### src/rtl/mc_sequencer_pkg.sv
// Shared constants for the multi-cycle RV32I sequencer: opcodes,
// access-size codes, halt causes, FSM states and an opcode legality helper.
package mc_sequencer_pkg;

    localparam logic [6:0] OP_R     = 7'b0110011;
    localparam logic [6:0] OP_I     = 7'b0010011;
    localparam logic [6:0] OP_LOAD  = 7'b0000011;
    localparam logic [6:0] OP_STORE = 7'b0100011;

    localparam logic [1:0] WHB_BYTE = 2'b00;
    localparam logic [1:0] WHB_HALF = 2'b01;
    localparam logic [1:0] WHB_WORD = 2'b10;

    localparam logic [1:0] CAUSE_NONE     = 2'b00;
    localparam logic [1:0] CAUSE_ILLEGAL  = 2'b01;
    localparam logic [1:0] CAUSE_MISALIGN = 2'b10;
    localparam logic [1:0] CAUSE_TIMEOUT  = 2'b11;

    typedef enum logic [2:0] {
        FETCH, DECODE, EXEC, MEM, WB, HALT
    } state_t;

    function automatic logic legal_op(input logic [6:0] op);
        return (op == OP_R) || (op == OP_I) ||
               (op == OP_LOAD) || (op == OP_STORE);
    endfunction

endpackage

### src/rtl/mc_sequencer_if.sv
// Instruction and data memory request/ready bus of the sequencer.
// master: sequencer side (drives req/addr/we/be); slave: memory side.
interface mc_sequencer_if #(
    parameter int XLEN = 32
);
    logic            imem_req;
    logic [XLEN-1:0] imem_addr;
    logic            imem_ready;
    logic [31:0]     imem_rdata;
    logic            dmem_req;
    logic            dmem_we;
    logic [XLEN-1:0] dmem_addr;
    logic [3:0]      dmem_be;
    logic            dmem_ready;

    modport master (
        output imem_req, imem_addr,
        input  imem_ready, imem_rdata,
        output dmem_req, dmem_we, dmem_addr, dmem_be,
        input  dmem_ready
    );

    modport slave (
        input  imem_req, imem_addr,
        output imem_ready, imem_rdata,
        input  dmem_req, dmem_we, dmem_addr, dmem_be,
        output dmem_ready
    );
endinterface

### src/rtl/mc_sequencer_lsu_lane_gen.sv
// Byte-lane generator: whb (size) + addr[1:0] -> be, misaligned, bad_size.
// Purely combinational; whb=11 is reported as bad_size with no lanes.
module lsu_lane_gen
    import mc_sequencer_pkg::*;
(
    input  logic [1:0] whb,
    input  logic [1:0] addr,
    output logic [3:0] be,
    output logic       misaligned,
    output logic       bad_size
);
    always_comb begin
        be         = 4'b0000;
        misaligned = 1'b0;
        bad_size   = 1'b0;
        unique case (whb)
            WHB_WORD: begin
                be         = 4'b1111;
                misaligned = (addr != 2'b00);
            end
            WHB_HALF: begin
                be         = 4'b0011 << addr;
                misaligned = addr[0];
            end
            WHB_BYTE: be = 4'b0001 << addr;
            default:  bad_size = 1'b1;
        endcase
    end
endmodule

### src/rtl/mc_sequencer.sv
// Multi-cycle sequencer: FETCH/DECODE/EXEC/MEM/WB FSM owning PC, IR,
// retire counter, memory handshakes (bus), rf_we gating, and halt logic.
module mc_sequencer
    import mc_sequencer_pkg::*;
#(
    parameter int              XLEN        = 32,
    parameter logic [XLEN-1:0] RESET_PC    = '0,
    parameter int              MEM_TIMEOUT = 15
) (
    input  logic              clk,
    input  logic              rst_n,
    mc_sequencer_if.master    bus,
    output logic [31:0]       instr,
    input  logic              reg_write_i,
    input  logic [1:0]        whb_i,
    input  logic [XLEN-1:0]   alu_result,
    output logic              rf_we,
    output logic [XLEN-1:0]   pc,
    output logic [31:0]       instret,
    output logic              halted,
    output logic [1:0]        halt_cause
);
    // Last wait cycle index: the request is high for MEM_TIMEOUT cycles.
    localparam logic [7:0] TLIM = 8'(MEM_TIMEOUT - 1);

    state_t          state;
    logic [7:0]      tcnt;
    logic            imem_req_q;
    logic            dmem_req_q;
    logic            dmem_we_q;
    logic [XLEN-1:0] dmem_addr_q;
    logic [3:0]      dmem_be_q;

    logic [3:0]      lane_be;
    logic            misaligned;
    logic            bad_size;
    logic            is_mem;
    logic            is_store;
    logic            halt_now;
    logic [1:0]      halt_code;

    assign bus.imem_req  = imem_req_q;
    assign bus.imem_addr = pc;
    assign bus.dmem_req  = dmem_req_q;
    assign bus.dmem_we   = dmem_we_q;
    assign bus.dmem_addr = dmem_addr_q;
    assign bus.dmem_be   = dmem_be_q;

    assign is_store = (instr[6:0] == OP_STORE);
    assign is_mem   = (instr[6:0] == OP_LOAD) || is_store;

    lsu_lane_gen u_lane (
        .whb        (whb_i),
        .addr       (alu_result[1:0]),
        .be         (lane_be),
        .misaligned (misaligned),
        .bad_size   (bad_size)
    );

    // Access checks happen at the EXEC->MEM edge so a bad access
    // never raises dmem_req; a ready in the limit cycle beats timeout.
    always_comb begin
        halt_now  = 1'b0;
        halt_code = CAUSE_NONE;
        unique case (state)
            FETCH: if (imem_req_q && !bus.imem_ready && tcnt == TLIM) begin
                halt_now  = 1'b1;
                halt_code = CAUSE_TIMEOUT;
            end
            DECODE: if (!legal_op(instr[6:0])) begin
                halt_now  = 1'b1;
                halt_code = CAUSE_ILLEGAL;
            end
            EXEC: if (is_mem && bad_size) begin
                halt_now  = 1'b1;
                halt_code = CAUSE_ILLEGAL;
            end else if (is_mem && misaligned) begin
                halt_now  = 1'b1;
                halt_code = CAUSE_MISALIGN;
            end
            MEM: if (dmem_req_q && !bus.dmem_ready && tcnt == TLIM) begin
                halt_now  = 1'b1;
                halt_code = CAUSE_TIMEOUT;
            end
            default: ;
        endcase
    end

    always_ff @(posedge clk or negedge rst_n) begin
        if (!rst_n) begin
            state       <= FETCH;
            pc          <= RESET_PC;
            instr       <= '0;
            instret     <= '0;
            tcnt        <= '0;
            imem_req_q  <= 1'b0;
            dmem_req_q  <= 1'b0;
            dmem_we_q   <= 1'b0;
            dmem_addr_q <= '0;
            dmem_be_q   <= '0;
            rf_we       <= 1'b0;
            halted      <= 1'b0;
            halt_cause  <= CAUSE_NONE;
        end else if (halt_now) begin
            state      <= HALT;
            halted     <= 1'b1;
            halt_cause <= halt_code;
            imem_req_q <= 1'b0;
            dmem_req_q <= 1'b0;
            dmem_we_q  <= 1'b0;
            dmem_be_q  <= '0;
            rf_we      <= 1'b0;
        end else begin
            unique case (state)
                FETCH: begin
                    // Only true in the first cycle after reset.
                    if (!imem_req_q) begin
                        imem_req_q <= 1'b1;
                        tcnt       <= '0;
                    end else if (bus.imem_ready) begin
                        instr      <= bus.imem_rdata;
                        imem_req_q <= 1'b0;
                        state      <= DECODE;
                    end else begin
                        tcnt <= tcnt + 8'd1;
                    end
                end
                DECODE: state <= EXEC;
                EXEC: begin
                    if (is_mem) begin
                        dmem_req_q  <= 1'b1;
                        dmem_we_q   <= is_store;
                        dmem_addr_q <= {alu_result[XLEN-1:2], 2'b00};
                        dmem_be_q   <= lane_be;
                        tcnt        <= '0;
                        state       <= MEM;
                    end else begin
                        rf_we <= reg_write_i;
                        state <= WB;
                    end
                end
                MEM: begin
                    if (bus.dmem_ready) begin
                        dmem_req_q <= 1'b0;
                        dmem_we_q  <= 1'b0;
                        dmem_be_q  <= '0;
                        rf_we      <= reg_write_i & ~is_store;
                        state      <= WB;
                    end else begin
                        tcnt <= tcnt + 8'd1;
                    end
                end
                WB: begin
                    rf_we      <= 1'b0;
                    pc         <= pc + XLEN'(4);
                    instret    <= instret + 32'd1;
                    imem_req_q <= 1'b1;
                    tcnt       <= '0;
                    state      <= FETCH;
                end
                default: ;
            endcase
        end
    end
endmodule
### src/flat_wrapper.sv
// flat-port wrapper written by rule: the top's interface ports become plain ports
module mc_sequencer_flat import mc_sequencer_pkg::*;
#(
    parameter int              XLEN        = 32,
    parameter logic [XLEN-1:0] RESET_PC    = '0,
    parameter int              MEM_TIMEOUT = 15
)
  (clk, rst_n, instr, reg_write_i, whb_i, alu_result, rf_we, pc, instret, halted, halt_cause, bus_imem_req, bus_imem_addr, bus_imem_ready, bus_imem_rdata, bus_dmem_req, bus_dmem_we, bus_dmem_addr, bus_dmem_be, bus_dmem_ready);
  mc_sequencer_if #(.XLEN(XLEN)) bus_i ();
  input  logic clk;
  input  logic rst_n;
  output logic [31:0] instr;
  input  logic reg_write_i;
  input  logic [1:0] whb_i;
  input  logic [XLEN-1:0] alu_result;
  output logic rf_we;
  output logic [XLEN-1:0] pc;
  output logic [31:0] instret;
  output logic halted;
  output logic [1:0] halt_cause;
  output wire logic [$bits(bus_i.imem_req)-1:0] bus_imem_req;
  output wire logic [$bits(bus_i.imem_addr)-1:0] bus_imem_addr;
  input wire logic [$bits(bus_i.imem_ready)-1:0] bus_imem_ready;
  input wire logic [$bits(bus_i.imem_rdata)-1:0] bus_imem_rdata;
  output wire logic [$bits(bus_i.dmem_req)-1:0] bus_dmem_req;
  output wire logic [$bits(bus_i.dmem_we)-1:0] bus_dmem_we;
  output wire logic [$bits(bus_i.dmem_addr)-1:0] bus_dmem_addr;
  output wire logic [$bits(bus_i.dmem_be)-1:0] bus_dmem_be;
  input wire logic [$bits(bus_i.dmem_ready)-1:0] bus_dmem_ready;
  assign bus_imem_req = bus_i.imem_req;
  assign bus_imem_addr = bus_i.imem_addr;
  assign bus_i.imem_ready = bus_imem_ready;
  assign bus_i.imem_rdata = bus_imem_rdata;
  assign bus_dmem_req = bus_i.dmem_req;
  assign bus_dmem_we = bus_i.dmem_we;
  assign bus_dmem_addr = bus_i.dmem_addr;
  assign bus_dmem_be = bus_i.dmem_be;
  assign bus_i.dmem_ready = bus_dmem_ready;
  mc_sequencer #(.XLEN(XLEN), .RESET_PC(RESET_PC), .MEM_TIMEOUT(MEM_TIMEOUT)) u_core (.clk(clk), .rst_n(rst_n), .bus(bus_i), .instr(instr), .reg_write_i(reg_write_i), .whb_i(whb_i), .alu_result(alu_result), .rf_we(rf_we), .pc(pc), .instret(instret), .halted(halted), .halt_cause(halt_cause));
endmodule
### config.mk
export PLATFORM = sky130hd
export DESIGN_NAME = mc_sequencer_flat
export DESIGN_NICKNAME = d
export VERILOG_FILES = /design/src/rtl/mc_sequencer_pkg.sv /design/src/rtl/mc_sequencer_if.sv /design/src/rtl/mc_sequencer_lsu_lane_gen.sv /design/src/rtl/mc_sequencer.sv /design/src/flat_wrapper.sv
export SDC_FILE = /design/constraint.sdc
export NUM_CORES = 1
export LEC_CHECK = 0
export ABC_CLOCK_PERIOD_IN_PS = 6800
export BUFFER_PORTS_ARGS = -buffer_cell sky130_fd_sc_hd__buf_2
export CORE_MARGIN = 2
export CORE_UTILIZATION = 50
export DETAILED_ROUTE_END_ITERATION = 10
export PLACE_DENSITY = 0.8
export SLEW_MARGIN = 20
export SYNTH_ARGS = -nofsm -noshare
export SYNTH_HDL_FRONTEND = slang
export SYNTH_SLANG_ARGS = --single-unit
### constraint.sdc
create_clock -name clk -period 6.8 [get_ports clk]
set_input_delay 0 -clock clk [delete_from_list [all_inputs] [get_ports clk]]
set_output_delay 0 -clock clk [all_outputs]
set_load 0.02 [all_outputs]
==> results of run 1 <==
==> state kept, by name (all words and copies together) (netlist names) <==
signal and cells:
u_core.bus.dmem_req 1, u_core.state 3, u_core.rf_we 1, u_core.bus.imem_addr 30, u_core.bus.imem_req 1, u_core.halted 1, u_core.bus.dmem_we 1, u_core.bus.dmem_addr 30
u_core.bus.dmem_be 4, u_core.halt_cause 2, u_core.instr 32, u_core.tcnt 8, u_core.instret 32
==> placed cells by master, fill, tap and decap left out, types with 5 or more instances in the layout <==
cell type                       count
sky130_fd_sc_hd__xor2_1            23
sky130_fd_sc_hd__conb_1             6
sky130_fd_sc_hd__or3_1              5
sky130_fd_sc_hd__mux2_4            29
sky130_fd_sc_hd__buf_2            234
sky130_fd_sc_hd__mux2_2            36
sky130_fd_sc_hd__nor3_1            17
sky130_fd_sc_hd__o21ai_0            9
sky130_fd_sc_hd__nor4_1             8
sky130_fd_sc_hd__and3_1            10
sky130_fd_sc_hd__clkbuf_16         17
sky130_fd_sc_hd__dfrtp_1          146
sky130_fd_sc_hd__a21oi_1            8
sky130_fd_sc_hd__dlygate4sd3_1     69
sky130_fd_sc_hd__inv_1             17
sky130_fd_sc_hd__nand2_1           43
sky130_fd_sc_hd__nand2b_1           5
sky130_fd_sc_hd__xnor2_1           37
sky130_fd_sc_hd__nand3_1           20
sky130_fd_sc_hd__ha_1               8
sky130_fd_sc_hd__nor2_1            24
sky130_fd_sc_hd__nand4_1           16
==> kinds of logic after synthesis <==
logic type	count (synthesis)	synth area share (%)
xor gates and xnor gates	60	7.618
other	1	0.05436
muxes	67	12.50
DFF	146	52.97
and+or+nand+nor	172	13.69
adders and majority gates	8	1.451
AOI/OAI and AO/OA	47	4.952
buffers and inverters	71	6.766
==> through the flow <==
stage | hold WS [ns] | setup WS, ns | power (mW)
finish | 0.02734 | 4.104 | 3.047
global route | 0.05228 | 3.993 | 3.204
CTS | 0.01750 | 4.111 | 3.058
detailed placement | 0.02646 | 4.122 | 2.086
global placement | 0.01132 | 4.208 | 2.042
floorplan | -0.2956 | 4.609 | 1.794
==> where the power goes <==
group | leakage, nW | switching [mW] | total [mW] | internal, mW
registers | 1.90 | 0.175 | 1.21 | 1.04
clock network | 0.282 | 0.361 | 0.936 | 0.574
logic | 2.51 | 0.523 | 0.899 | 0.377
total | 4.69 | 1.06 | 3.05 | 1.99
==> how the worst max path moves through the flow <==
stage                                            to                         from  depth (start not counted)  slack (ns)
3_3_place_gp    u_core.bus.dmem_addr[6]$_DFFE_PN0P_  u_core.state[0]$_DFFE_PN0P_                          4        4.21
2_1_floorplan  u_core.bus.dmem_addr[10]$_DFFE_PN0P_  u_core.state[2]$_DFFE_PN0P_                          6        4.61
5_1_grt         u_core.bus.dmem_addr[6]$_DFFE_PN0P_  u_core.state[0]$_DFFE_PN0P_                          4        3.99
6_report        u_core.bus.dmem_addr[6]$_DFFE_PN0P_  u_core.state[0]$_DFFE_PN0P_                          4        4.10
4_1_cts         u_core.bus.dmem_addr[6]$_DFFE_PN0P_  u_core.state[0]$_DFFE_PN0P_                          4        4.11
3_5_place_dp    u_core.bus.dmem_addr[6]$_DFFE_PN0P_  u_core.state[0]$_DFFE_PN0P_                          4        4.12
==> critical path, cell delays in order, from the launching register on <==
cell	delay, ns
sky130_fd_sc_hd__dfrtp_1	0.54
sky130_fd_sc_hd__or4b_4	0.60
sky130_fd_sc_hd__or3_4	0.43
sky130_fd_sc_hd__nor2_8	0.60
sky130_fd_sc_hd__mux2_2	0.40
==> area by class of cell <==
| type | instances | area (µm²) | area share, % |
|---|---|---|---|
| timing repair buffer | 307 | 1899 | 20.57 |
| antenna | 1 | 2.502 | 0.02710 |
| clock inverter | 13 | 158.9 | 1.721 |
| tap | 176 | 220.2 | 2.385 |
| sequential | 146 | 3654 | 39.57 |
| inverter | 17 | 63.81 | 0.6911 |
| clock buffer | 18 | 429.2 | 4.648 |
| multi-input combinational | 360 | 2806 | 30.39 |
==> layer usage <==
layer,wire length (µm),vias up,track usage [%]
met2,9238,210,43.33
met5,0,-,0
li1,-,2522,-
met1,6890,2660,28.97
met3,1084,15,6.485
met4,197,0,7.184
==> results.json, run 1 <==
{
  "rr_endpoint": "u_core.bus.dmem_addr[6]$_DFFE_PN0P_",
  "ys_seq_area_share_pct": 52.97,
  "finalCritPeriodShare_pct": 39.65,
  "areaGrowthSynthToFinish_pct": 33.87,
  "worstPathArrival_ns": 3.01,
  "syn_inst": 572,
  "place_hpwl_um": 11340,
  "class_of_the_tightest_hold_or_removal_check": "in2reg",
  "placementRows": 42,
  "timing.final.setup_violations": 0,
  "layout.core_utilization_pct": 69.18,
  "clk_latency_ns": 0.42,
  "max_slew_margin_pct": 50.41,
  "antenna_found_initial": 1,
  "globalRoute.totalOverflow": 0,
  "layout.filler_cells": 935,
  "top_level_ports": 242,
  "timing.critical_path.to_type": "flop",
  "final_nets": 928,
  "cell_total_after_placement": 937,
  "syn_area_per_cell_um2": 12.06,
  "status": "finished, final reports clean",
  "ir_drop_mv": 0.2344,
  "reg2reg_path_depth": 4,
  "achievable-frequency_mhz": 370.9,
  "grt_max_degree": 81,
  "postSynthRegisterBits": 146,
  "via_count_of_the_first_global_routing_pass": 5544,
  "route.final.wire_length_um": 17410,
  "clock_tree.root_cell": "sky130_fd_sc_hd__clkbuf_16",
  "synth-async-reset-ratio_pct": 100.0,
  "tritoncts_buffers": 17,
  "period_needed_ns": 2.696,
  "die_w_um": 121.5,
  "count_of_endpoints_failing_hold_in_the_final_timing_report": 0,
  "netlist_top_cells_area": "sky130_fd_sc_hd__dfrtp_1 (53%), sky130_fd_sc_hd__mux2_4 (6.3%), sky130_fd_sc_hd__mux2_2 (5.9%), sky130_fd_sc_hd__xnor2_1 (4.7%), sky130_fd_sc_hd__buf_4 (3.9%)",
  "netlist.area_leader.share_pct": 52.97,
  "worst-endpoint-required_ns": 7.11,
  "unrepaired_setup_endpoints_after_global_routing": "false",
  "post_synth_num_cell_types": 59,
  "cts.sinks": 146,
  "hold_buffers": 69,
  "synth.largest_area_cell": "sky130_fd_sc_hd__dfrtp_1",
  "port_buffers": 235,
  "cp-start-kind": "flop",
  "post_layout_nonfiller_instances": 1038,
  "hold_path.startpoint": "whb_i[0]",
  "placeableCoreArea_um2": 13350,
  "post_route_cells_drive_above_1_share_pct": 40.07,
  "drv_cap": 0,
  "post_detailed_route_count_of_antenna_violating_nets": 0,
  "quantity_of_gates_resized_following_cts": 0,
  "drcViolationCount": 0,
  "crit_path_max_fanout": 31,
  "dieHeight_um": 121.5,
  "hold_depth": 4,
  "post-cts-setup-buffer-count": 0,
  "r2r_start": "u_core.state[0]$_DFFE_PN0P_",
  "start_util_pct": 51.68,
  "path_class": "reg2reg",
  "cell_with_the_most_instances_after_synthesis": "sky130_fd_sc_hd__dfrtp_1",
  "synth.yosys.warnings": 0,
  "synth_enable_flop_cells": 0,
  "final_cell_area_um2": 9234,
  "finClkSkew_ns": 0.01473,
  "regToRegSetupSlack_ns": 4.10,
  "leakagePower_nw": 4.686,
  "place_congestion": 0.9641,
  "setup-tns-final_ns": 0,
  "grt_first_pass_wirelength_um": 28070,
  "mappedNetlistArea_um2": 6898,
  "dpl-instance-area_um2": 7949,
  "synth.top_cells.by_count": "sky130_fd_sc_hd__dfrtp_1 (146), sky130_fd_sc_hd__nand2_1 (43), sky130_fd_sc_hd__xnor2_1 (37)",
  "routed_wire_length_per_instance_um": 16.77,
  "yosys_most_used_dff": "sky130_fd_sc_hd__dfrtp_1",
  "initialDrtViolationCount": 310,
  "num_vias": 5407,
  "final_max_slew_viol_count": 0,
  "groute.usage.overall_pct": 24.39,
  "clkTransAtPathRegs_ns": 0.06,
  "dr.pass1.iters": 5,
  "cts-root-to-sink-buffers": 2,
  "vias_per_cell": 5.209,
  "powerDensity_nw_per_um2": 329.9,
  "endpoint_worst_hold": "u_core.bus.dmem_be[1]$_DFFE_PN0P_",
  "cts_max_level": 4,
  "fp.dieArea_um2": 14750,
  "cts_tree": "done",
  "worstMarginPinSlew_ns": 0.7439
}
(Power assumes the default switching activity.)
==> run 2, diff against run 1 <==
--- a/config.mk
+++ b/config.mk
@@ -5,7 +5,7 @@
 export SDC_FILE = /design/constraint.sdc
 export NUM_CORES = 1
 export LEC_CHECK = 0
-export ABC_CLOCK_PERIOD_IN_PS = 6800
+export ABC_CLOCK_PERIOD_IN_PS = 2730
 export BUFFER_PORTS_ARGS = -buffer_cell sky130_fd_sc_hd__buf_2
 export CORE_MARGIN = 2
 export CORE_UTILIZATION = 50
==> constraint.sdc (replaced) <==
create_clock -name clk -period 2.73 [get_ports clk]
set_input_delay 0 -clock clk [delete_from_list [all_inputs] [get_ports clk]]
set_output_delay 0 -clock clk [all_outputs]
set_load 0.02 [all_outputs]
==> results.json, run 2 (synthesized netlist as in run 1, its figures left out) <==
{
  "clk_latency_ns": 0.42,
  "combined_flip_flop_and_latch_cell_area_um2": 3654,
  "powerDensity_nw_per_um2": 809.6,
  "layout.filler_cells": 930,
  "class_of_the_tightest_hold_or_removal_check": "in2reg",
  "leakagePower_nw": 4.683,
  "place_hpwl_um": 11640,
  "final_nets": 930,
  "stages_on_the_worst_setup_path": 5,
  "fp.dieArea_um2": 14750,
  "start_util_pct": 51.68,
  "dr.pass1.iters": 5,
  "path_class": "reg2reg",
  "place_congestion": 0.9193,
  "dieHeight_um": 121.5,
  "finClkSkew_ns": 0.008332,
  "routed_wire_length_per_instance_um": 16.87,
  "die_w_um": 121.5,
  "drv_cap": 0,
  "port_buffers": 235,
  "route.final.wire_length_um": 17540,
  "cts_max_level": 4,
  "placementRows": 42,
  "multi_input_area_um2": 2806,
  "period_needed_ns": 2.461,
  "largest_registers": "u_core.instr: 32 flops, u_core.instret: 32 flops",
  "layout_commonest_cell": "sky130_fd_sc_hd__buf_2",
  "unrepaired_setup_endpoints_after_global_routing": "false",
  "groute.usage.overall_pct": 24.53,
  "cp-start-kind": "flop",
  "quantity_of_gates_resized_following_cts": 0,
  "status": "finished, final reports clean",
  "timing.final.setup_violations": 0,
  "tritoncts_buffers": 17,
  "path_delay_family": "simple AND/OR/NAND/NOR gates",
  "reg2reg_path_depth": 5,
  "p_total_mw": 7.475,
  "post_route_cells_drive_above_1_share_pct": 40.16,
  "num_vias": 5505,
  "critical_path.max_stage_delay_ns": 0.56,
  "worstPathArrival_ns": 2.76,
  "areaGrowthSynthToFinish_pct": 33.85,
  "count_of_endpoints_failing_hold_in_the_final_timing_report": 0,
  "clock_tree.root_cell": "sky130_fd_sc_hd__clkbuf_16",
  "dpl-instance-area_um2": 7989,
  "vias_per_cell": 5.293,
  "top_level_ports": 242,
  "achievable-frequency_mhz": 406.3,
  "post-cts-setup-buffer-count": 0,
  "final_max_slew_viol_count": 0,
  "layout.cells.most_common_list": "sky130_fd_sc_hd__buf_2 (234), sky130_fd_sc_hd__dfrtp_1 (146), sky130_fd_sc_hd__dlygate4sd3_1 (69)",
  "crit_slowest_cell": "sky130_fd_sc_hd__dfrtp_1",
  "clkTransAtPathRegs_ns": 0.06,
  "drcViolationCount": 0,
  "hold_buffers": 69,
  "initialDrtViolationCount": 431,
  "crit_path_max_fanout": 14,
  "post_detailed_route_count_of_antenna_violating_nets": 0,
  "max_slew_margin_pct": 45.99,
  "worst-endpoint-required_ns": 3.02,
  "setup-tns-final_ns": 0,
  "grt_max_degree": 88,
  "via_count_of_the_first_global_routing_pass": 5591,
  "finalCritPeriodShare_pct": 90.16,
  "regToRegSetupSlack_ns": 0.27,
  "crit_chain": "nor4bb_1, a22o_1, a21o_1, or3_1, mux2_1",
  "grt_first_pass_wirelength_um": 28050,
  "fin_worst_hold_slack_ns": 0.02692,
  "timing.critical_path.to_type": "flop",
  "antenna_found_initial": 0,
  "ir_drop_mv": 0.6021,
  "cts-root-to-sink-buffers": 2,
  "cts_tree": "done",
  "cp.buffers_inverters": 0,
  "globalRoute.totalOverflow": 0,
  "antenna-diode-count": 0,
  "final_cell_area_um2": 9233,
  "placeableCoreArea_um2": 13350,
  "hold_depth": 4,
  "worstMarginPinSlew_ns": 0.8101,
  "cts.sinks": 146
}
[run 2: area by class of cell]
class                   count  share of cell area, %
clock buffers              20                  4.838
clock inverters            12                  1.152
multi-input cells         360                  30.40
well taps                 176                  2.385
repair buffers            309                  20.96
flip-flops and latches    146                  39.57
inverters                  17                 0.6912
[run 2: through the flow]
| stage | setup slack (ns) | cells | utilization [%] |
|---|---|---|---|
| finish | 0.2685 | 1040 | 69.17 |
| global route | 0.04836 | 1040 | 69.17 |
| CTS | 0.2843 | 1040 | 69.17 |
| detailed placement | 0.3111 | 939 | 59.85 |
| global placement | 0.4255 | 939 | 59.85 |
| floorplan | 0.5394 | 577 | - |
[run 2: per-layer routing]
metal / GRT usage [%] / up-vias / part of all wire, %
li1: - / 2518 / -
met5: 0 / - / 0
met3: 6.438 / 37 / 6.8
met4: 9.339 / 0 / 2.3
met1: 29.31 / 2697 / 40
met2: 42.42 / 253 / 51
[run 2: final timing paths]
| kind | startpoint | to |
|---|---|---|
| worst max-delay path | u_core.state[1]$_DFFE_PN0P_ | u_core.tcnt[1]$_DFFE_PN0P_ |
| worst min-delay path | whb_i[0] | u_core.bus.dmem_be[1]$_DFFE_PN0P_ |
| worst max register to register | u_core.state[1]$_DFFE_PN0P_ | u_core.tcnt[1]$_DFFE_PN0P_ |
| worst min register to register | u_core.halted$_DFFE_PN0P_ | u_core.halted$_DFFE_PN0P_ |
| max in group asynchronous | rst_n | u_core.instret[1]$_DFFE_PN0P_ |
| min in group asynchronous | rst_n | u_core.instr[7]$_DFFE_PN0P_ |
[run 2: worst register-to-register path: stages (launching register included)]
cell and delay, ns:
sky130_fd_sc_hd__dfrtp_1 0.56, sky130_fd_sc_hd__nor4bb_1 0.45, sky130_fd_sc_hd__a22o_1 0.28, sky130_fd_sc_hd__a21o_1 0.40
sky130_fd_sc_hd__or3_1 0.30, sky130_fd_sc_hd__mux2_1 0.35
[run 2: where the power goes]
part / internal, mW / switching (mW)
clock network: 1.28 / 0.919
logic: 0.950 / 1.33
registers: 2.58 / 0.417
total: 4.81 / 2.67
